[src/rtl/valid_ready_serializer_pkg.sv]
// Shared types and sizing helpers for the valid/ready width-reducing serializer.
package valid_ready_serializer_pkg;

    typedef enum logic {
        EMPTY   = 1'b0,
        SENDING = 1'b1
    } state_e;

    // The beat index needs at least one bit, even for degenerate ratios.
    function automatic int index_width(input int ratio);
        return (ratio <= 2) ? 1 : $clog2(ratio);
    endfunction

    localparam int DEFAULT_RATIO = 4;
    localparam int INDEX_WIDTH   = index_width(DEFAULT_RATIO);

endpackage

[src/rtl/valid_ready_serializer.sv]
// Wide-to-narrow valid/ready serializer: one WIDTH*RATIO word out as RATIO beats, LSB slice first.
// Optional read_last output is enabled by defining VALID_READY_SERIALIZER_LAST_EN.
module valid_ready_serializer
    import valid_ready_serializer_pkg::*;
#(
    parameter int WIDTH = 8,
    parameter int RATIO = 4
) (
    input  logic                   clock,
    input  logic                   resetn,
    input  logic [WIDTH*RATIO-1:0] write_data,
    input  logic                   write_valid,
    output logic                   write_ready,
    output logic [WIDTH-1:0]       read_data,
    output logic                   read_valid,
    input  logic                   read_ready,
`ifdef VALID_READY_SERIALIZER_LAST_EN
    output logic                   read_last,
`endif
    output logic                   idle
);

    localparam int                IDX_W    = index_width(RATIO);
    localparam logic [IDX_W-1:0]  LAST_IDX = IDX_W'(RATIO - 1);

    state_e                       state_q, state_d;
    logic [IDX_W-1:0]             index_q, index_d;
    logic [RATIO-1:0][WIDTH-1:0]  word_q, word_d;

    logic last_beat;
    logic write_fire;
    logic read_fire;

    assign last_beat   = (index_q == LAST_IDX);
    assign idle        = (state_q == EMPTY);
    assign read_valid  = (state_q == SENDING);
    // Accepting on the last-beat handshake keeps the output stream free of bubbles.
    assign write_ready = idle || (last_beat && read_ready);
    assign write_fire  = write_valid && write_ready;
    assign read_fire   = read_valid && read_ready;

    // The held word is shifted down each beat, so the current beat is always slice 0.
    assign read_data   = word_q[0];

`ifdef VALID_READY_SERIALIZER_LAST_EN
    assign read_last   = read_valid && last_beat;
`endif

    always_comb begin
        state_d = state_q;
        index_d = index_q;
        word_d  = word_q;

        if (write_fire) begin
            word_d  = write_data;
            index_d = '0;
            state_d = SENDING;
        end else if (read_fire) begin
            if (last_beat) begin
                word_d  = '0;
                index_d = '0;
                state_d = EMPTY;
            end else begin
                word_d  = word_q >> WIDTH;
                index_d = index_q + IDX_W'(1);
            end
        end
    end

    always_ff @(posedge clock or negedge resetn) begin
        if (!resetn) begin
            state_q <= EMPTY;
            index_q <= '0;
            word_q  <= '0;
        end else begin
            state_q <= state_d;
            index_q <= index_d;
            word_q  <= word_d;
        end
    end

endmodule

[config.mk]
export PLATFORM = sky130hd
export DESIGN_NAME = valid_ready_serializer
export DESIGN_NICKNAME = d
export VERILOG_FILES = /design/src/rtl/valid_ready_serializer_pkg.sv /design/src/rtl/valid_ready_serializer.sv
export SDC_FILE = /design/constraint.sdc
export NUM_CORES = 1
export LEC_CHECK = 0
export ABC_CLOCK_PERIOD_IN_PS = 1400
export BUFFER_PORTS_ARGS = -buffer_cell sky130_fd_sc_hd__buf_2
export CAP_MARGIN = 30
export CORE_UTILIZATION = 40
export CTS_CLUSTER_SIZE = 8
export DETAILED_ROUTE_END_ITERATION = 8
export GPL_ROUTABILITY_DRIVEN = 0
export GPL_TIMING_DRIVEN = 0
export HOLD_SLACK_MARGIN = 0.1
export SLEW_MARGIN = 20
export SYNTH_ARGS = -nofsm -noshare
export SYNTH_HDL_FRONTEND = slang
export SYNTH_SLANG_ARGS = --single-unit
[constraint.sdc]
create_clock -name clock -period 1.4 [get_ports clock]
set_input_delay 0.28 -clock clock [delete_from_list [all_inputs] [get_ports clock]]
set_output_delay 0.28 -clock clock [all_outputs]
set_load 0.005 [all_outputs]
==> results of run 1 <==
-- registers in the layout, summed over array words and instances (netlist names) --
signal / count
read_data: 8
read_valid: 1
word_q: 24
index_q: 2
-- kinds of logic after synthesis --
family	Yosys count
compound gates	109
fa+ha+maj	1
buf+inv	35
flops	35
simple gates	57
-- power by group through the flow --
| stage | logic [W] | registers (W) | clock network (W) |
|---|---|---|---|
| after floorplan | 0.00170 | 0.00165 | 0 |
| after global placement | 0.00214 | 0.00172 | 0 |
| after detailed placement | 0.00218 | 0.00173 | 0 |
| after CTS | 0.00224 | 0.00172 | 0.000755 |
| after global routing | 0.00309 | 0.00187 | 0.000799 |
| final | 0.00280 | 0.00181 | 0.000733 |
-- worst paths after layout --
kind                            slack (ns)           start  cells past startpoint            to
worst max-delay path                  -0.1      index_q[1]                      4   write_ready
worst min-delay path                  0.07          resetn                      1  read_data[2]
worst max register to register       -0.05      index_q[1]                      7  read_data[5]
worst min register to register        0.55      word_q[26]                      1    word_q[26]
max in group asynchronous             0.77          resetn                      1    read_valid
min in group clock                    0.19  write_data[26]                      2    word_q[26]
-- repair_timing --
item / 4_1_cts / 5_1_grt
buffers inserted: 1 / 6
endpoints found under the setup margin: 33 / 30
cloned: 0 / 2
resized for setup: 6 / 65
pin swaps: 1 / 8
-- metrics by stage --
stage          area (um^2)  std cells
4_1_cts               2640        362
3_5_place_dp          2530        353
5_1_grt               2940        370
3_3_place_gp          2530        353
2_1_floorplan         2210        237
6_report              2940        370
-- cell usage after synthesis --
| cell | instances | area [um^2] |
|---|---|---|
| o21ai_1 | 20 | 100 |
| a21o_2 | 4 | 35.0 |
| inv_1 | 4 | 15.0 |
| or2_2 | 1 | 6.26 |
| a21oi_1 | 25 | 125 |
| a22o_1 | 8 | 70.1 |
| nor2b_1 | 2 | 12.5 |
| o21ai_0 | 5 | 25.0 |
| or2_1 | 1 | 6.26 |
| o211a_1 | 24 | 240 |
| buf_4 | 17 | 128 |
| a21o_1 | 20 | 150 |
| ha_1 | 1 | 12.5 |
| dfrtp_1 | 35 | 876 |
| buf_6 | 5 | 56.3 |
| nand2b_1 | 25 | 156 |
| nor2_1 | 24 | 90.1 |
| buf_2 | 6 | 30.0 |
| nor2_8 | 1 | 20.0 |
| o22ai_1 | 1 | 6.26 |
| and2_1 | 1 | 6.26 |
| nor3b_1 | 1 | 7.51 |
| clkbuf_1 | 3 | 11.3 |
| a21boi_2 | 1 | 11.3 |
| o2bb2ai_1 | 1 | 8.76 |
| and2b_1 | 1 | 7.51 |
-- layout by cell type (no fill, tap or decap) --
master	synthesis	routed
o21ai_2	0	7
nor3b_2	0	1
clkbuf_8	0	5
buf_2	6	51
a22o_1	8	8
a21oi_2	0	2
a21boi_4	0	1
or2_1	1	1
clkbuf_2	0	1
clkbuf_4	0	1
o22ai_1	1	1
and2_1	1	1
dfrtp_2	0	1
a21o_1	20	20
ha_4	0	1
o21ai_0	5	1
dfrtp_1	35	34
buf_12	0	3
clkbuf_16	0	2
nor2_8	1	1
a21o_2	4	4
inv_1	4	4
and2b_2	0	1
o2bb2ai_1	1	1
nor2_2	0	12
o211a_1	24	24
nor2b_1	2	2
nor2_1	24	2
nand2b_1	25	25
o21ai_1	20	17
buf_4	17	21
buf_6	5	7
or2_2	1	1
clkinv_2	0	3
nor2_4	0	10
a21oi_1	25	23
-- worst register-to-register path, stage by stage, from the launching register on --
cell and delay (ns):
dfrtp_1 0.42, ha_4 0.20, buf_4 0.14, buf_12 0.14
clkbuf_16 0.16, nor2_2 0.10, o21ai_1 0.06, o211a_1 0.11
-- final cells by class --
type,count,area (um^2),area share [%]
clock buffer,5,68.8,2.34
sequential,35,877,29.8
clock inverter,3,15.0,0.511
buffer,31,282,9.57
multi-input combinational,167,1260,42.9
tap,70,87.6,2.98
inverter,4,15.0,0.511
timing repair buffer,55,333,11.3
-- routing by layer --
layer	vias to the layer above	global-route usage (%)
met5	-	0
met4	0	7.12
met3	5	4.55
met2	52	31.1
met1	916	27.5
li1	955	-
==> parameters.txt, run 1 <==
Parameter                              Value

Worst setup path
  Arrival time of the worst setup path    1.22 ns
  Series of cell instances along the critical path    ha_4 -> a21boi_4 -> inv_1 -> buf_2
  Worst Setup End Kind    primary output
  Startpoint Class    flip-flop
  Crit path buffers/inverters    2
  Top fanout value on the critical path    6
  Slowest stage cell on the critical path    dfrtp_1
  Start-to-end type of the worst setup path    flip-flop to primary output
  Critical path's top delay family    flip-flops
  CP max stage delay    0.42 ns
  Required arrival time at the worst endpoint    1.12 ns

Timing
  Worst-Margin Slew    0.815 ns
  Worst hold slack after final layout    0.0687 ns
  Highest achievable clock rate    668 MHz
  Setup TNS    -0.630 ns
  Post-route clock skew    0.00677 ns
  Fin. Hold Viols    0
  Final Slew Violations    0
  Period utilisation layout    107%
  Number of setup violations in the final report    22
  Time the worst path needs with I/O delays and setup    1.50 ns
  Min setup slack post-route    -0.0959 ns
  Setup repair after global routing missed its margin    true
  Slew margin rel.    45.7%

Power
  Fraction of power spent switching nets    36.9%
  Internal power consumption    0.00337 W
  Clk pwr share    13.7%
  Pwr/cell area    1820 nW/um^2
  Gate power share    52.4%
  VDD IR max    0.852 mV
  Power Total    0.00535 W
  Leakage power figure    1.50 nW
  Sw Pwr    0.00198 W
  Relative contribution of sequential cells to total power    33.9%

Clock tree
  Total number of clock tree sinks    35
  TritonCTS clock tree    done
  Clock buffers created by TritonCTS    5
  Clock tree root buffer cell    clkbuf_8
  H-tree levels    2
  Clock latency on the worst-skew pair    0.30 ns
  Bufs on Longest Clock Path    2
  Clock slew at reported path FFs    0.07 ns
  Hold_buf cts    0

Placed design
  Minimum setup slack after placement    -0.155 ns
  HPWL reported at the end of detailed placement    3750 um
  Input/output buffers    46

Route
  Overall routed net length    5620 um
  Vias/cell    5.21
  Sum of met2 wire segment lengths after detailed routing    2630 um
  Drt wl/cell    15.2 um
  Highest routed layer    met4
  Met3 wirelength from detailed routing    230 um
  Antenna Violating Nets Remaining    0
  Detailed-route DRC error count    0
  Detailed Route Iter0 Violations    80
  Routed metal-1 wire length    2710 um
  Count of TritonRoute iterations in the first routing pass    5
  DR vias    1928

Global routing
  All-Layer GR Usage    20.1%
  Via count of the first global-routing pass    1804
  Maximum number of pins on one net before global-route repair    36
  Global-route congestion overflow total    0
  Wire length of the first global-routing pass    9060 um
  Initial antenna violation count    0

Die
  Area of the die    5830 um^2
  Number of primary I/O pins    47
  Initial core utilization    42.5%
  Die X    76.4 um
  Number of standard-cell rows in the floorplan    26
  Vertical extent of the die    76.4 um
  Floorplan core area    5200 um^2

Yosys
  XOR/XNOR share of the synthesized area    0%
  Number of flip-flops and latches in the synthesized netlist    35
  Synthesized area per cell    9.34 um^2
  Fraction of the mapped netlist area in simple logic gates    14.1%
  Number of nets in the synthesized netlist    274
  Adder-cell area share of the yosys netlist    0.565%
  Share of cell area taken by muxes after synthesis    0%
  Main combinational cell family by area after synthesis    compound AO/OA/AOI/OAI gates
  Netlist area before placement    2210 um^2
  Compound-Gate Fraction of Synth Area    34.9%
  Netlist cell types    26
  Total of warnings raised by yosys    0
  Post-synthesis sequential area ratio    39.6%
  Synthesized instance count    237

Job
  Number of max-cap violations    0

Finish
  Count of nets after finishing    336
  Share of final-layout standard cells stronger than drive strength 1    45.3%
  Area growth syn-to-layout    32.8%
  Antenna diode count    0
  Number of fill cells in the layout    491
  Final Util    56.5%

Hold path
  Min-Delay Path Class    input pin to asynchronous set/reset pin

Status
  Status    complete, but fails checks
  Violations in the final reports    negative setup slack
No activity file was read; power rests on OpenSTA's default activity.
==> run 2: changes to the inputs <==
--- a/config.mk
+++ b/config.mk
@@ -12,8 +12,9 @@
 export CTS_CLUSTER_SIZE = 8
 export DETAILED_ROUTE_END_ITERATION = 8
 export GPL_ROUTABILITY_DRIVEN = 0
-export GPL_TIMING_DRIVEN = 0
 export HOLD_SLACK_MARGIN = 0.1
+export PLACE_DENSITY = 0.73
+export RECOVER_POWER = 50
 export SLEW_MARGIN = 20
 export SYNTH_ARGS = -nofsm -noshare
 export SYNTH_HDL_FRONTEND = slang
==> run 2 against run 1 <==
The run still ends with negative setup slack left. First-iteration DRC count up 49%. Cell area decreased by 2.9%. Clock skew is 0.0045 ns lower. Die area stayed put. Critical path depth increased by 1. Final cell count decreased by 5.4%. Clock-buffer cell count rose by 3. Largest cell class unchanged. Largest power group unchanged.
==> parameters.txt, run 2 (synthesis gave the netlist of run 1 again) <==
Parameter                              Value

Power
  Relative contribution of sequential cells to total power    34.0% (was 33.9%)
  Gate power share    50.0% (was 52.4%)
  Clk pwr share    16.0% (was 13.7%)
  Leakage power figure    1.42 nW (was 1.50 nW)
  Internal power consumption    0.00325 W (was 0.00337 W)
  Sw Pwr    0.00182 W (was 0.00198 W)
  VDD IR max    1.02 mV (was 0.852 mV)
  Fraction of power spent switching nets    35.9% (was 36.9%)
  Pwr/cell area    1780 nW/um^2 (was 1820 nW/um^2)

Hold path
  Startpoint of the tightest hold check path    write_data[31]
  Min-Delay Path Class    input pin to flip-flop (was input pin to asynchronous set/reset pin)

Finish
  Number of fill cells in the layout    493 (was 491)
  Commonest cells after routing, fill and taps aside    buf_2 (46), dfrtp_1 (35), nor2_1 (24), o21ai_2 (24), o211a_1 (24) (was buf_2 (51), dfrtp_1 (34), nand2b_1 (25))
  Share of final-layout standard cells stronger than drive strength 1    41.8% (was 45.3%)
  Count of nets after finishing    316 (was 336)
  Register ranked first by flip-flop count    word_q (unchanged)
  Area occupied by multi-input gates    1260 um^2 (about the same)
  Non-filler instance count after layout    350 (was 370)
  Total area of sequential cells    876 um^2 (was 877 um^2)
  Post-layout instance area    2860 um^2 (was 2940 um^2)
  Most common library cell in the layout ignoring fill and taps    buf_2 (unchanged)
  Flip-flop count of the largest register, all copies and words added    24 (unchanged)
  Area growth syn-to-layout    29.1% (was 32.8%)
  Antenna diode count    0 (unchanged)

Global routing
  Most utilized layer in the global route result    met2 (unchanged)
  Maximum number of pins on one net before global-route repair    36 (unchanged)
  All-Layer GR Usage    17.7% (was 20.1%)
  Met2 Track Usage GR    27.6% (was 31.1%)
  Met1 capacity usage during global routing    23.8% (was 27.5%)
  Initial antenna violation count    0 (unchanged)
  Via count of the first global-routing pass    1653 (was 1804)
  Wire length of the first global-routing pass    8090 um (was 9060 um)
  Global-route congestion overflow total    0 (unchanged)
  Met3 global-route usage    4.19% (was 4.55%)

Status
  Status    complete, but fails checks (unchanged)
  Violations in the final reports    negative setup slack (unchanged)

Timing
  Slew margin rel.    65.5% (was 45.7%)
  Worst hold slack after final layout    0.205 ns (was 0.0687 ns)
  Final Slew Violations    0 (unchanged)
  Setup TNS    -3.36 ns (was -0.630 ns)
  Setup repair after global routing missed its margin    true (unchanged)
  Time the worst path needs with I/O delays and setup    1.58 ns (was 1.50 ns)
  Fin. Hold Viols    0 (unchanged)
  Worst-Margin Slew    0.517 ns (was 0.815 ns)
  Min setup slack post-route    -0.181 ns (was -0.0959 ns)
  Period utilisation layout    113% (was 107%)
  Number of setup violations in the final report    25 (was 22)
  Highest achievable clock rate    633 MHz (was 668 MHz)
  Post-route clock skew    0.00229 ns (was 0.00677 ns)

Clock tree
  Clock buffers created by TritonCTS    5 (unchanged)
  H-tree levels    2 (unchanged)
  TritonCTS clock tree    done (unchanged)
  Clock tree root buffer cell    clkbuf_8 (unchanged)
  Total number of clock tree sinks    35 (unchanged)
  Clock slew at reported path FFs    0.07 ns (about the same)
  Bufs on Longest Clock Path    2 (unchanged)
  Clock latency on the worst-skew pair    0.29 ns (was 0.30 ns)

Die
  Vertical extent of the die    76.4 um (unchanged)
  Die X    76.4 um (unchanged)
  Area of the die    5830 um^2 (unchanged)
  Number of primary I/O pins    47 (unchanged)
  Initial core utilization    42.5% (unchanged)
  Floorplan core area    5200 um^2 (unchanged)
  Number of standard-cell rows in the floorplan    26 (unchanged)

Worst setup path
  Top fanout value on the critical path    2 (was 6)
  Start-to-end type of the worst setup path    flip-flop to primary output (unchanged)
  Arrival time of the worst setup path    1.30 ns (was 1.22 ns)
  Startpoint Class    flip-flop (unchanged)
  Worst Setup End Kind    primary output (unchanged)
  Launch point of the critical path    index_q[0] (was index_q[1])
  Reg-to-reg startpoint    index_q[0] (was index_q[1])
  Required arrival time at the worst endpoint    1.12 ns (about the same)

Route
  Overall routed net length    5370 um (was 5620 um)
  Antenna Violating Nets Remaining    0 (unchanged)
  Vias/cell    5.23 (was 5.21)
  Detailed-route DRC error count    0 (unchanged)
  Detailed Route Iter0 Violations    119 (was 80)
  DR vias    1829 (was 1928)
  Drt wl/cell    15.4 um (was 15.2 um)
  Count of TritonRoute iterations in the first routing pass    4 (was 5)

Placed design
  HPWL reported at the end of detailed placement    3080 um (was 3750 um)
  Post-Place Cell Area    2470 um^2 (was 2530 um^2)
  Input/output buffers    46 (unchanged)
  Number of cells in the design after placement    333 (was 353)
  Minimum setup slack after placement    -0.113 ns (was -0.155 ns)

Job
  Number of max-cap violations    0 (unchanged)
-- run 2: changes by cell type in the layout (fill, tap and decap cells not counted), sizes merged --
cell         previous run  this run
clkinv                  3         0
buf                    82        61
dlygate4sd3             0         1
nor2b                   2         3
clkbuf                  9        11
-- run 2: power by group through the flow --
| stage | registers (W) | logic [W] | clock network (W) |
|---|---|---|---|
| 2_1_floorplan | 0.00165 | 0.00170 | 0 |
| 3_5_place_dp | 0.00172 | 0.00199 | 0 |
| 6_report | 0.00173 | 0.00254 | 0.000814 |
| 5_1_grt | 0.00177 | 0.00281 | 0.000882 |
| 4_1_cts | 0.00170 | 0.00208 | 0.000839 |
| 3_3_place_gp | 0.00169 | 0.00194 | 0 |
-- run 2: worst max-delay path: stages, from the launching register on --
cell and delay [ns]:
dfrtp_1 0.39, ha_2 0.21, buf_6 0.12, a21boi_4 0.13, inv_1 0.05, buf_2 0.12
-- run 2: cell type report --
cell class	count	share of cell area, %
sequential	35	30.7
multi-input combinational	168	44.2
clock buffer	8	3.50
inverter	4	0.526
tap	70	3.07
timing repair buffer	65	18.1
-- run 2: what timing repair did --
action                     in CTS  in global routing
cloned                          0                  4
hold endpoints to repair       35                  0
gates resized for setup         8                 43
setup buffers                   3                  2
pin swaps                       3                 46
setup endpoints to repair      11                 34
hold buffers                    1                  0
-- run 2: metrics by stage --
| step | utilization, % | total power, W |
|---|---|---|
| 4_1_cts | 50.2 | 0.00462 |
| 2_1_floorplan | - | 0.00335 |
| 3_3_place_gp | 47.4 | 0.00364 |
| 3_5_place_dp | 47.4 | 0.00372 |
| 5_1_grt | 54.9 | 0.00546 |
| 6_report | 54.9 | 0.00508 |
-- run 2: metal layers --
metal  share of wire [%]  routed length, um
met1                  46               2500
met2                  49               2640
met3                 3.3                177
met4                0.99                 53
met5                   0                  0
-- run 2: worst paths after layout --
kind                                     end  slack, ns  cells after the start
min in group asynchronous         word_q[30]       0.60                      3
worst max-delay path             write_ready      -0.18                      5
max in group asynchronous       read_data[2]       0.44                      3
worst min register to register    word_q[30]       0.53                      1
worst max register to register    word_q[23]      -0.16                      7
worst min-delay path              word_q[31]       0.20                      2
